==> src/rtl/result_bus_arbiter.sv <==
// result_bus_arbiter: round-robin arbiter that shares one registered result bus among 4 requesters.
// Results addressed to register 0 are acknowledged but dropped.
module result_bus_arbiter #(
    parameter int WIDTH = 32,
    parameter int IDXW  = 5
) (
    input  logic             clk,
    input  logic             rst_n,
    input  logic [3:0]       req,
    input  logic [WIDTH-1:0] req_data0,
    input  logic [WIDTH-1:0] req_data1,
    input  logic [WIDTH-1:0] req_data2,
    input  logic [WIDTH-1:0] req_data3,
    input  logic [IDXW-1:0]  req_dest0,
    input  logic [IDXW-1:0]  req_dest1,
    input  logic [IDXW-1:0]  req_dest2,
    input  logic [IDXW-1:0]  req_dest3,
    output logic [3:0]       ack,
    output logic             out_valid,
    input  logic             out_ready,
    output logic [WIDTH-1:0] out_data,
    output logic [IDXW-1:0]  out_dest,
    output logic [1:0]       out_src
);
    logic [1:0]       ptr;
    logic [1:0]       win;
    logic             free;
    logic             load;
    logic [WIDTH-1:0] data_a [4];
    logic [IDXW-1:0]  dest_a [4];

    always_comb begin
        data_a[0] = req_data0;
        data_a[1] = req_data1;
        data_a[2] = req_data2;
        data_a[3] = req_data3;
        dest_a[0] = req_dest0;
        dest_a[1] = req_dest1;
        dest_a[2] = req_dest2;
        dest_a[3] = req_dest3;
    end

    // Scan from the farthest position back so the nearest requester at or after ptr wins.
    always_comb begin
        win = ptr;
        for (int k = 3; k >= 0; k--)
            if (req[ptr + 2'(k)]) win = ptr + 2'(k);
    end

    assign free = !out_valid || out_ready;
    assign load = rst_n && free && |req;
    assign ack  = load ? (4'b0001 << win) : 4'b0000;

    always_ff @(posedge clk or negedge rst_n) begin
        if (!rst_n) begin
            ptr       <= '0;
            out_valid <= 1'b0;
            out_data  <= '0;
            out_dest  <= '0;
            out_src   <= '0;
        end else if (load) begin
            ptr <= win + 2'd1;
            if (dest_a[win] != '0) begin
                out_valid <= 1'b1;
                out_data  <= data_a[win];
                out_dest  <= dest_a[win];
                out_src   <= win;
            end else begin
                out_valid <= 1'b0;
            end
        end else if (free) begin
            out_valid <= 1'b0;
        end
    end
endmodule

==> config.mk <==
export PLATFORM = sky130hd
export DESIGN_NAME = result_bus_arbiter
export DESIGN_NICKNAME = d
export VERILOG_FILES = /design/src/rtl/result_bus_arbiter.sv
export SDC_FILE = /design/constraint.sdc
export NUM_CORES = 1
export LEC_CHECK = 0
export ABC_CLOCK_PERIOD_IN_PS = 9600
export CORE_ASPECT_RATIO = 0.8
export CORE_MARGIN = 1.5
export CORE_UTILIZATION = 29
export CTS_CLUSTER_DIAMETER = 60
export DETAILED_ROUTE_END_ITERATION = 16
export HOLD_SLACK_MARGIN = 0.08
export PLACE_DENSITY = 0.66
export RECOVER_POWER = 50
export SYNTH_ARGS = -nofsm -noshare
export SYNTH_HDL_FRONTEND = slang
export SYNTH_SLANG_ARGS = --single-unit
==> constraint.sdc <==
create_clock -name clk -period 9.6 [get_ports clk]
set_clock_uncertainty 0.15 [all_clocks]
set_input_delay 2.88 -clock clk [delete_from_list [all_inputs] [get_ports clk]]
set_output_delay 2.88 -clock clk [all_outputs]
set_load 0.005 [all_outputs]
* Yosys cells after proc, flatten, opt, wreduce, memory -nomap -nowiden
Index checks and enable logic that the tools add are counted.
Storage, ports and cells: output and inout bits 44, bits of input ports 155, word-level logic and storage cells 46, bits in registers 42
Cells by class: add/sub/neg operators 4, order comparisons 5, reductions and logical operators 8, bitwise gates (word level) 1, mux-type cells 22, shift operators 1
Operators by type and width (number):
- binary-select mux 32 bit (select 2 bit) | 1
- 2-to-1 mux 32 bit | 2
- less-than comparator 2 x 3 -> 1 bit (second input constant) | 4
- binary-select mux 5 bit (select 2 bit) | 1
- 2-to-1 mux 5 bit | 2
- binary-select mux 1 bit (select 2 bit) | 4
- 2-to-1 mux 2 bit | 4
- 2-to-1 mux 1 bit | 7
- nonzero test 5 bit | 1
- adder 2 x 1 -> 2 bit (second input constant) | 2
- adder 2 bit (second input constant) | 2
- 2-to-1 mux 4 bit | 1
- OR reduction 4 bit | 1
- << shifter 1 x 2 -> 4 bit (first input constant) | 1
- >= comparator 3 bit (second input constant) | 1
- inverter 2 -> 3 bit | 1
- logical AND 1 bit | 2
- AND reduction 2 bit | 1
- nonzero test 2 bit | 1
- zero test 1 bit | 1
- logical OR 1 bit | 1

* Depth between registers and ports, before layout
Gate-level depths: netlist (run 1).
word-level depth 14, gate-level depth with buffers 12, gate-level depth less buffers 8

* Worst setup path after synthesis (run 1)
No wires, ideal clock.
path type in2out, start in req[2], end out ack[1], buffers on the path 4, arrival time 4.508 ns, data required time 6.570 ns, slack 2.062 ns, cell stages on the path 9, cells stage by stage nor2b_1 o21ai_2 and3_1 buf_6 buf_6 buf_2 buf_1 ha_1 and2_1
Between the ends: longest elaborated chain between the ends 8, elaborated cells on any way between the ends 16
RTL lines:
- start: declaration | line 9 | input logic [3:0] req,
- binary-select mux 1 bit (select 2 bit) | line 47 | if (req[ptr + 2'(k)]) win = ptr + 2'(k);
- 2-to-1 mux 1 bit (implied by the code) | line 47
- 2-to-1 mux 2 bit (3 in a row) | line 47
- 2-to-1 mux 2 bit * | line 47
- via win[0] | line 26 | logic [1:0] win;
- << shifter 1 x 2 -> 4 bit * | line 52 | assign ack = load ? (4'b0001 << win) : 4'b0000;
- 2-to-1 mux 4 bit * | line 52
- end: declaration | line 18 | output logic [3:0] ack,
Mark *: on every way through the listed nets, which the timed path passes. The rest lies on a longest branch. The select of a mux whose other input is x is not followed.

* Worst setup path in the final report (run 1)
start in req[1], end out ack[2]
Between the ends: longest elaborated chain between the ends 8, elaborated cells on any way between the ends 16
RTL lines (line):
- binary-select mux 1 bit (select 2 bit) | 47
- 2-to-1 mux 1 bit (implied by the code) | 47
- 2-to-1 mux 2 bit (4 in a row) | 47
- << shifter 1 x 2 -> 4 bit | 52
- 2-to-1 mux 4 bit * | 52
Mark *: on every way between the ends. The rest lies on a longest branch, timed or not. The select of a mux whose other input is x is not followed.

==> results of run 1 <==
[worst min-delay path by stage]
stage / from / to / slack (ps) / cells past startpoint
after detailed placement: out_data[14] / out_data[14] / 340 / 1
after CTS: out_data[20] / out_data[20] / 360 / 1
after global routing: out_data[20] / out_data[20] / 370 / 1
final: out_data[20] / out_data[20] / 350 / 1
after global placement: out_data[20] / out_data[20] / 340 / 1
after floorplan: out_valid / out_valid / 350 / 1
[power by group through the flow]
stage	logic (W)	registers, W	clock network, W
final	0.000769	0.000320	0.000156
after global routing	0.000839	0.000333	0.000172
after CTS	0.000798	0.000324	0.000163
after detailed placement	0.000795	0.000324	0
after global placement	0.000784	0.000322	0
after floorplan	0.000453	0.000324	0
[cell families (layout without fill, tap and decap cells)]
kind of cell | after synthesis | count (layout) | share of synthesized area
compound gates | 58 | 58 | 0.137
fa+ha+maj | 4 | 4 | 0.0159
buf+inv | 47 | 230 | 0.0761
flops | 42 | 42 | 0.335
mux | 36 | 36 | 0.169
simple gates | 188 | 188 | 0.267
[metal layers]
layer	GRT usage	wire length, µm
met5	0	0
met4	0.0466	143
met3	0.0468	811
met2	0.296	4880
met1	0.211	4470
[critical path: stages]
cell             delay, ps
clkdlybuf4s50_1        580
nor2b_1                 90
o21bai_2               300
and3_2                 590
inv_2                  350
ha_1                   280
and2_1                 130
clkdlybuf4s50_1        440
[cell usage in the layout, fill, tap and decap left out, types with 2 or more instances in the layout]
cell type,synthesis,routed
a21oi_1,2,2
a22oi_1,2,2
a31oi_1,32,32
and2_1,4,4
and3_1,33,32
buf_4,0,7
clkbuf_16,0,5
clkdlybuf4s50_1,0,175
clkinv_2,0,2
dfrtp_1,42,42
dlygate4sd3_1,0,22
ha_1,4,4
inv_1,16,16
inv_2,2,2
mux2_4,34,34
nand2_1,129,129
nand3_1,4,4
nand4_1,8,8
nor2_1,5,4
nor2b_1,4,4
o211ai_1,3,3
o211ai_2,5,5
o21ai_1,4,4
[area by class of cell]
| type | count | share of cell area |
|---|---|---|
| tap | 140 | 0.0329 |
| timing repair buffer | 205 | 0.382 |
| inverter | 18 | 0.0127 |
| clock buffer | 5 | 0.0235 |
| sequential | 42 | 0.198 |
| multi-input combinational | 286 | 0.349 |
| clock inverter | 2 | 0.00188 |
[sequential cells by signal, summed over array words and instances, names as in the netlist]
register,cells
out_data,32
out_valid,1
ptr,2
out_src,2
out_dest,5
[metrics by stage]
step | total power, W | hold WS [ps] | setup WS (ps) | cell area, µm²
detailed placement | 0.00112 | 343 | 891 | 5180
CTS | 0.00128 | 359 | 883 | 5320
floorplan | 0.000777 | 345 | 2060 | 3140
global placement | 0.00111 | 343 | 1010 | 5180
global route | 0.00134 | 370 | 761 | 5320
finish | 0.00125 | 347 | 910 | 5320
==> impl_metrics.csv, run 1 <==
group,metric,value,unit
detailed_routing,wire_per_inst,14.7,µm
global_route,grt_pass1_vias,3162,
clock_tree,cts_hold_buf,0,
cells_and_area,finalCoreUtilization,0.511,
yosys,synth-seq-cells,42,
critical_path,path_class,"primary input to output pin",
critical_path,r2r_cells,9,
global_route,grt_max_degree,52,
clock_tree,post_cts_buffers,0,
cells_and_area,nets,717,
cells_and_area,seq_area,0.00105,mm²
floorplanning,dieArea,0.0115,mm²
detailed_routing,drcViolationCount,0,
critical_path,crit_end,"ack[2]",
detailed_routing,drt_first_iter_violations,115,
floorplanning,initial_core_util,0.302,
yosys,synth_nets,534,
timing,clock.fmax,115,MHz
yosys,syn_area_per_cell,8.37,µm²
pwr,power_frac_comb,0.618,
yosys,yosysMostFrequentCell,"nand2_1",
placed_design,port_buffers,198,
pwr,clockPowerShare,0.125,
global_route,grt.total_usage,0.170,
detailed_routing,vias,3351,
hold_path,hp-class,"flip-flop to flip-flop",
yosys,synth_warnings,0,
pwr,internal_power,0.000794,W
flow_run,cap_viol_max_count,0,
cells_and_area,n_antenna_cell,0,
yosys,synth_area,0.00314,mm²
clock_tree,cts_buffers,5,
timing,slew_headroom,0.269,
timing,maxSlewViolCount,0,
pwr,vdd_ir_drop_max,0.0778,mV
cells_and_area,syn_to_final_growth,69.4,%
global_route,grt_antenna_before_repair,0,
yosys,synthTopCellsByCount,"129 x nand2_1, 42 x dfrtp_1, 34 x mux2_4",
timing,tns,0,ps
cells_and_area,instances_no_fill,698,
floorplanning,die_w,119,µm
yosys,synth_edf_count,0,
detailed_routing,ant_nets,0,
floorplanning,core,0.0104,mm²
placed_design,routabilityCongestion,0.842,
pwr,p_sw,0.000452,W
placed_design,place_hpwl,7830,µm
critical_path,cp.arrival,5660,ps
critical_path,r2r_slack,5290,ps
floorplanning,die_height,96.1,µm
cells_and_area,drive_gt1_frac,0.113,
cells_and_area,fill_cells,968,
critical_path,crit_start,"req[1]",
clock_tree,ctsHtreeMaxLevel,2,
yosys,yosysSeqAreaShare,0.335,
detailed_routing,drt_wl_total,10300,µm
pwr,switching_share,0.363,
floorplanning,rows,33,
placed_design,dpl.cell_count,691,
clock_tree,clk_path_buf_depth,2,
critical_path,cp_max_fo,28,
clock_tree,cts_sinks,42,
cells_and_area,multi_input_comb_area,0.00186,mm²
pwr,powerDensity,234,mW/mm²
yosys,netlist.area_leader.share,0.335,
clock_tree,cts_tree,"done",
global_route,grt_pass1_wl,15500,µm
timing,fin_crit_sh,0.905,
clock_tree,post_cts_resized,0,
critical_path,r2r_start,"ptr[0]",
timing,setup_viol,0,
clock_tree,clk_pin_slew,50,ps
yosys,synthCells,375,
critical_path,crit_required,6570,ps
global_route,globalRoute.totalOverflow,0,
detailed_routing,viasPerCell,4.80,
yosys,synth_top_area_cell,"dfrtp_1",
yosys,synthDistinctLibCells,36,
yosys,synthTopCellsByArea,"dfrtp_1 33%, mux2_4 16%, nand2_1 15%",
critical_path,worstSetupEndpointType,"output pin",
timing,rsz0062_at_grt,"false",
timing,tightestPinTransition,1100,ps
timing,period_minus_slack,8690,ps
clock_tree,root_buffer,"clkbuf_16",
clock_tree,clk_latency,270,ps
pwr,pwr-share-seq,0.257,
outcome,status,"completed",
yosys,async_flop_share,1.00,
timing,finalHoldViolCount,0,
critical_path,start_kind,"primary input",
critical_path,rr_endpoint,"out_data[23]",
floorplanning,io_pins,199,
yosys,synth_flop_cell,"dfrtp_1",
pwr,p_leak,2.37,nW
detailed_routing,first_pass_iters,4,
Power figures use the tool's default switching activity.
==> inputs of run 2 (changes only) <==
--- a/config.mk
+++ b/config.mk
@@ -5,14 +5,13 @@
 export SDC_FILE = /design/constraint.sdc
 export NUM_CORES = 1
 export LEC_CHECK = 0
-export ABC_CLOCK_PERIOD_IN_PS = 9600
 export CORE_ASPECT_RATIO = 0.8
 export CORE_MARGIN = 1.5
-export CORE_UTILIZATION = 29
+export CORE_UTILIZATION = 40
 export CTS_CLUSTER_DIAMETER = 60
 export DETAILED_ROUTE_END_ITERATION = 16
 export HOLD_SLACK_MARGIN = 0.08
-export PLACE_DENSITY = 0.66
+export PLACE_DENSITY = 0.87
 export RECOVER_POWER = 50
 export SYNTH_ARGS = -nofsm -noshare
 export SYNTH_HDL_FRONTEND = slang
==> run 2 against run 1 <==
Combinational power grew 1%. Critical path type unchanged. Largest cell class unchanged. Setup slack worse by 44 ps. Die area is 27% lower. Utilization is 18 points higher.
==> impl_metrics.csv, run 2 (synthesized netlist as in run 1, its figures left out) <==
group,metric,value,unit
outcome,status,"completed",
cells_and_area,n_antenna_cell,0,
cells_and_area,final_cell_mix,"175 x clkdlybuf4s50_1, 129 x nand2_1, 42 x dfrtp_1",
pwr,pwr-share-seq,0.268,
detailed_routing,drcViolationCount,0,
detailed_routing,vias,3451,
detailed_routing,drt_first_iter_violations,149,
critical_path,r2r_cells,9,
timing,slew_headroom,0.284,
pwr,clockPowerShare,0.086,
global_route,grt_pass1_vias,3317,
critical_path,crit_start,"req[2]",
cells_and_area,drive_gt1_frac,0.109,
critical_path,start_kind,"primary input",
critical_path,rr_endpoint,"out_data[22]",
floorplanning,core,0.00750,mm²
critical_path,crit_end,"ack[2]",
flow_run,cap_viol_max_count,0,
pwr,switching_share,0.378,
hold_path,hp-class,"flip-flop to flip-flop",
pwr,vdd_ir_drop_max,0.112,mV
global_route,grt_pass1_wl,15800,µm
critical_path,r2r_start,"ptr[0]",
clock_tree,clk_pin_slew,70,ps
critical_path,cp.arrival,5700,ps
clock_tree,root_buffer,"clkbuf_8",
critical_path,crit_required,6570,ps
global_route,grt.total_usage,0.240,
timing,tightestPinTransition,1070,ps
clock_tree,post_cts_resized,0,
cells_and_area,layout_commonest_cell,"clkdlybuf4s50_1",
floorplanning,rows,28,
timing,tns,0,ps
timing,rsz0062_at_grt,"false",
critical_path,r2r_slack,5260,ps
detailed_routing,viasPerCell,5.21,
clock_tree,cts_sinks,42,
detailed_routing,drt_wl_total,10600,µm
pwr,internal_power,0.000750,W
cells_and_area,syn_to_final_growth,66.1,%
floorplanning,die_w,102,µm
global_route,grt_antenna_before_repair,0,
hold_path,hp-start,"out_data[8]",
detailed_routing,wire_per_inst,15.9,µm
global_route,globalRoute.totalOverflow,0,
clock_tree,post_cts_buffers,0,
placed_design,dpl.cell_count,656,
timing,finalHoldViolCount,0,
pwr,powerDensity,231,mW/mm²
cells_and_area,largest_reg_flops,32,
global_route,grt_max_degree,53,
placed_design,place_hpwl,8090,µm
clock_tree,cts_tree,"done",
floorplanning,initial_core_util,0.419,
pwr,p_sw,0.000455,W
timing,maxSlewViolCount,0,
timing,period_minus_slack,8730,ps
timing,setup_viol,0,
timing,clock.fmax,114,MHz
cells_and_area,largest-register,"out_data",
detailed_routing,ant_nets,0,
clock_tree,cts_hold_buf,0,
pwr,p_leak,2.33,nW
cells_and_area,top_regs,"out_data (32), out_dest (5)",
clock_tree,cts_buffers,5,
placed_design,routabilityCongestion,0.916,
placed_design,port_buffers,198,
cells_and_area,nets,717,
clock_tree,ctsHtreeMaxLevel,2,
timing,fin_crit_sh,0.910,
pwr,power_frac_comb,0.646,
clock_tree,clk_latency,270,ps
floorplanning,io_pins,199,
critical_path,path_class,"primary input to output pin",
floorplanning,dieArea,0.00839,mm²
cells_and_area,instances_no_fill,663,
floorplanning,die_height,82.2,µm
detailed_routing,first_pass_iters,4,
critical_path,cp_max_fo,31,
clock_tree,clk_path_buf_depth,2,
critical_path,worstSetupEndpointType,"output pin",
## run 2: cell count changes in the layout (fill, tap and decap cells not counted)
| cell | change |
|---|---|
| clkinv_2 | -2 |
| clkbuf_1 | +2 |
| clkbuf_16 | -5 |
| clkbuf_8 | +5 |
## run 2: per-stage QoR
| stage | instance area (µm²) | utilization | setup slack, ps | hold slack [ps] | power (W) |
|---|---|---|---|---|---|
| floorplan | 3140 | - | 2060 | 345 | 0.000777 |
| global placement | 5140 | 0.685 | 1040 | 344 | 0.00109 |
| detailed placement | 5140 | 0.685 | 901 | 344 | 0.00112 |
| CTS | 5210 | 0.695 | 899 | 366 | 0.00123 |
| global route | 5210 | 0.695 | 694 | 381 | 0.00130 |
| finish | 5210 | 0.695 | 865 | 357 | 0.00120 |
## run 2: power by group through the flow
stage          Clock, W  Combinational [W]  Sequential (W)
6_report       0.000103           0.000778        0.000323
2_1_floorplan         0           0.000453        0.000324
5_1_grt        0.000117           0.000846        0.000334
3_5_place_dp          0           0.000797        0.000327
3_3_place_gp          0           0.000769        0.000321
4_1_cts        0.000106           0.000802        0.000325
## run 2: final cells by class
cell class / count / area (µm²)
multi-input cells: 286 / 1860
clock buffers: 7 / 76.3
repair buffers: 205 / 2030
well taps: 105 / 131
flip-flops and latches: 42 / 1050
inverters: 18 / 67.6
fillers: 604 / 2280
## run 2: worst min-delay path by stage
stage / to / cells after the start / slack (ps)
CTS: out_data[23] / 1 / 370
detailed placement: out_data[24] / 1 / 340
floorplan: out_valid / 1 / 350
global route: out_data[23] / 1 / 380
finish: out_data[8] / 1 / 360
global placement: out_data[20] / 1 / 340
## run 2: per-layer routing
metal / global-route usage / share of wire
met1: 0.270 / 0.38
met2: 0.455 / 0.52
met3: 0.0690 / 0.088
met4: 0.0493 / 0.011
met5: 0 / 0
## run 2: worst max-delay path: stages
cell,delay [ps]
clkdlybuf4s50_1,460
nor2b_1,180
o21ai_2,350
and3_2,580
inv_2,360
ha_1,290
and2_1,140
clkdlybuf4s50_1,430
==> inputs of run 3 (changes only) <==
--- a/config.mk
+++ b/config.mk
@@ -10,6 +10,7 @@
 export CORE_UTILIZATION = 40
 export CTS_CLUSTER_DIAMETER = 60
 export DETAILED_ROUTE_END_ITERATION = 16
+export GPL_TIMING_DRIVEN = 1
 export HOLD_SLACK_MARGIN = 0.08
 export PLACE_DENSITY = 0.87
 export RECOVER_POWER = 50
==> results of run 3 <==
Same layout as run 2: the final DEF is identical, and so are final timing and power.
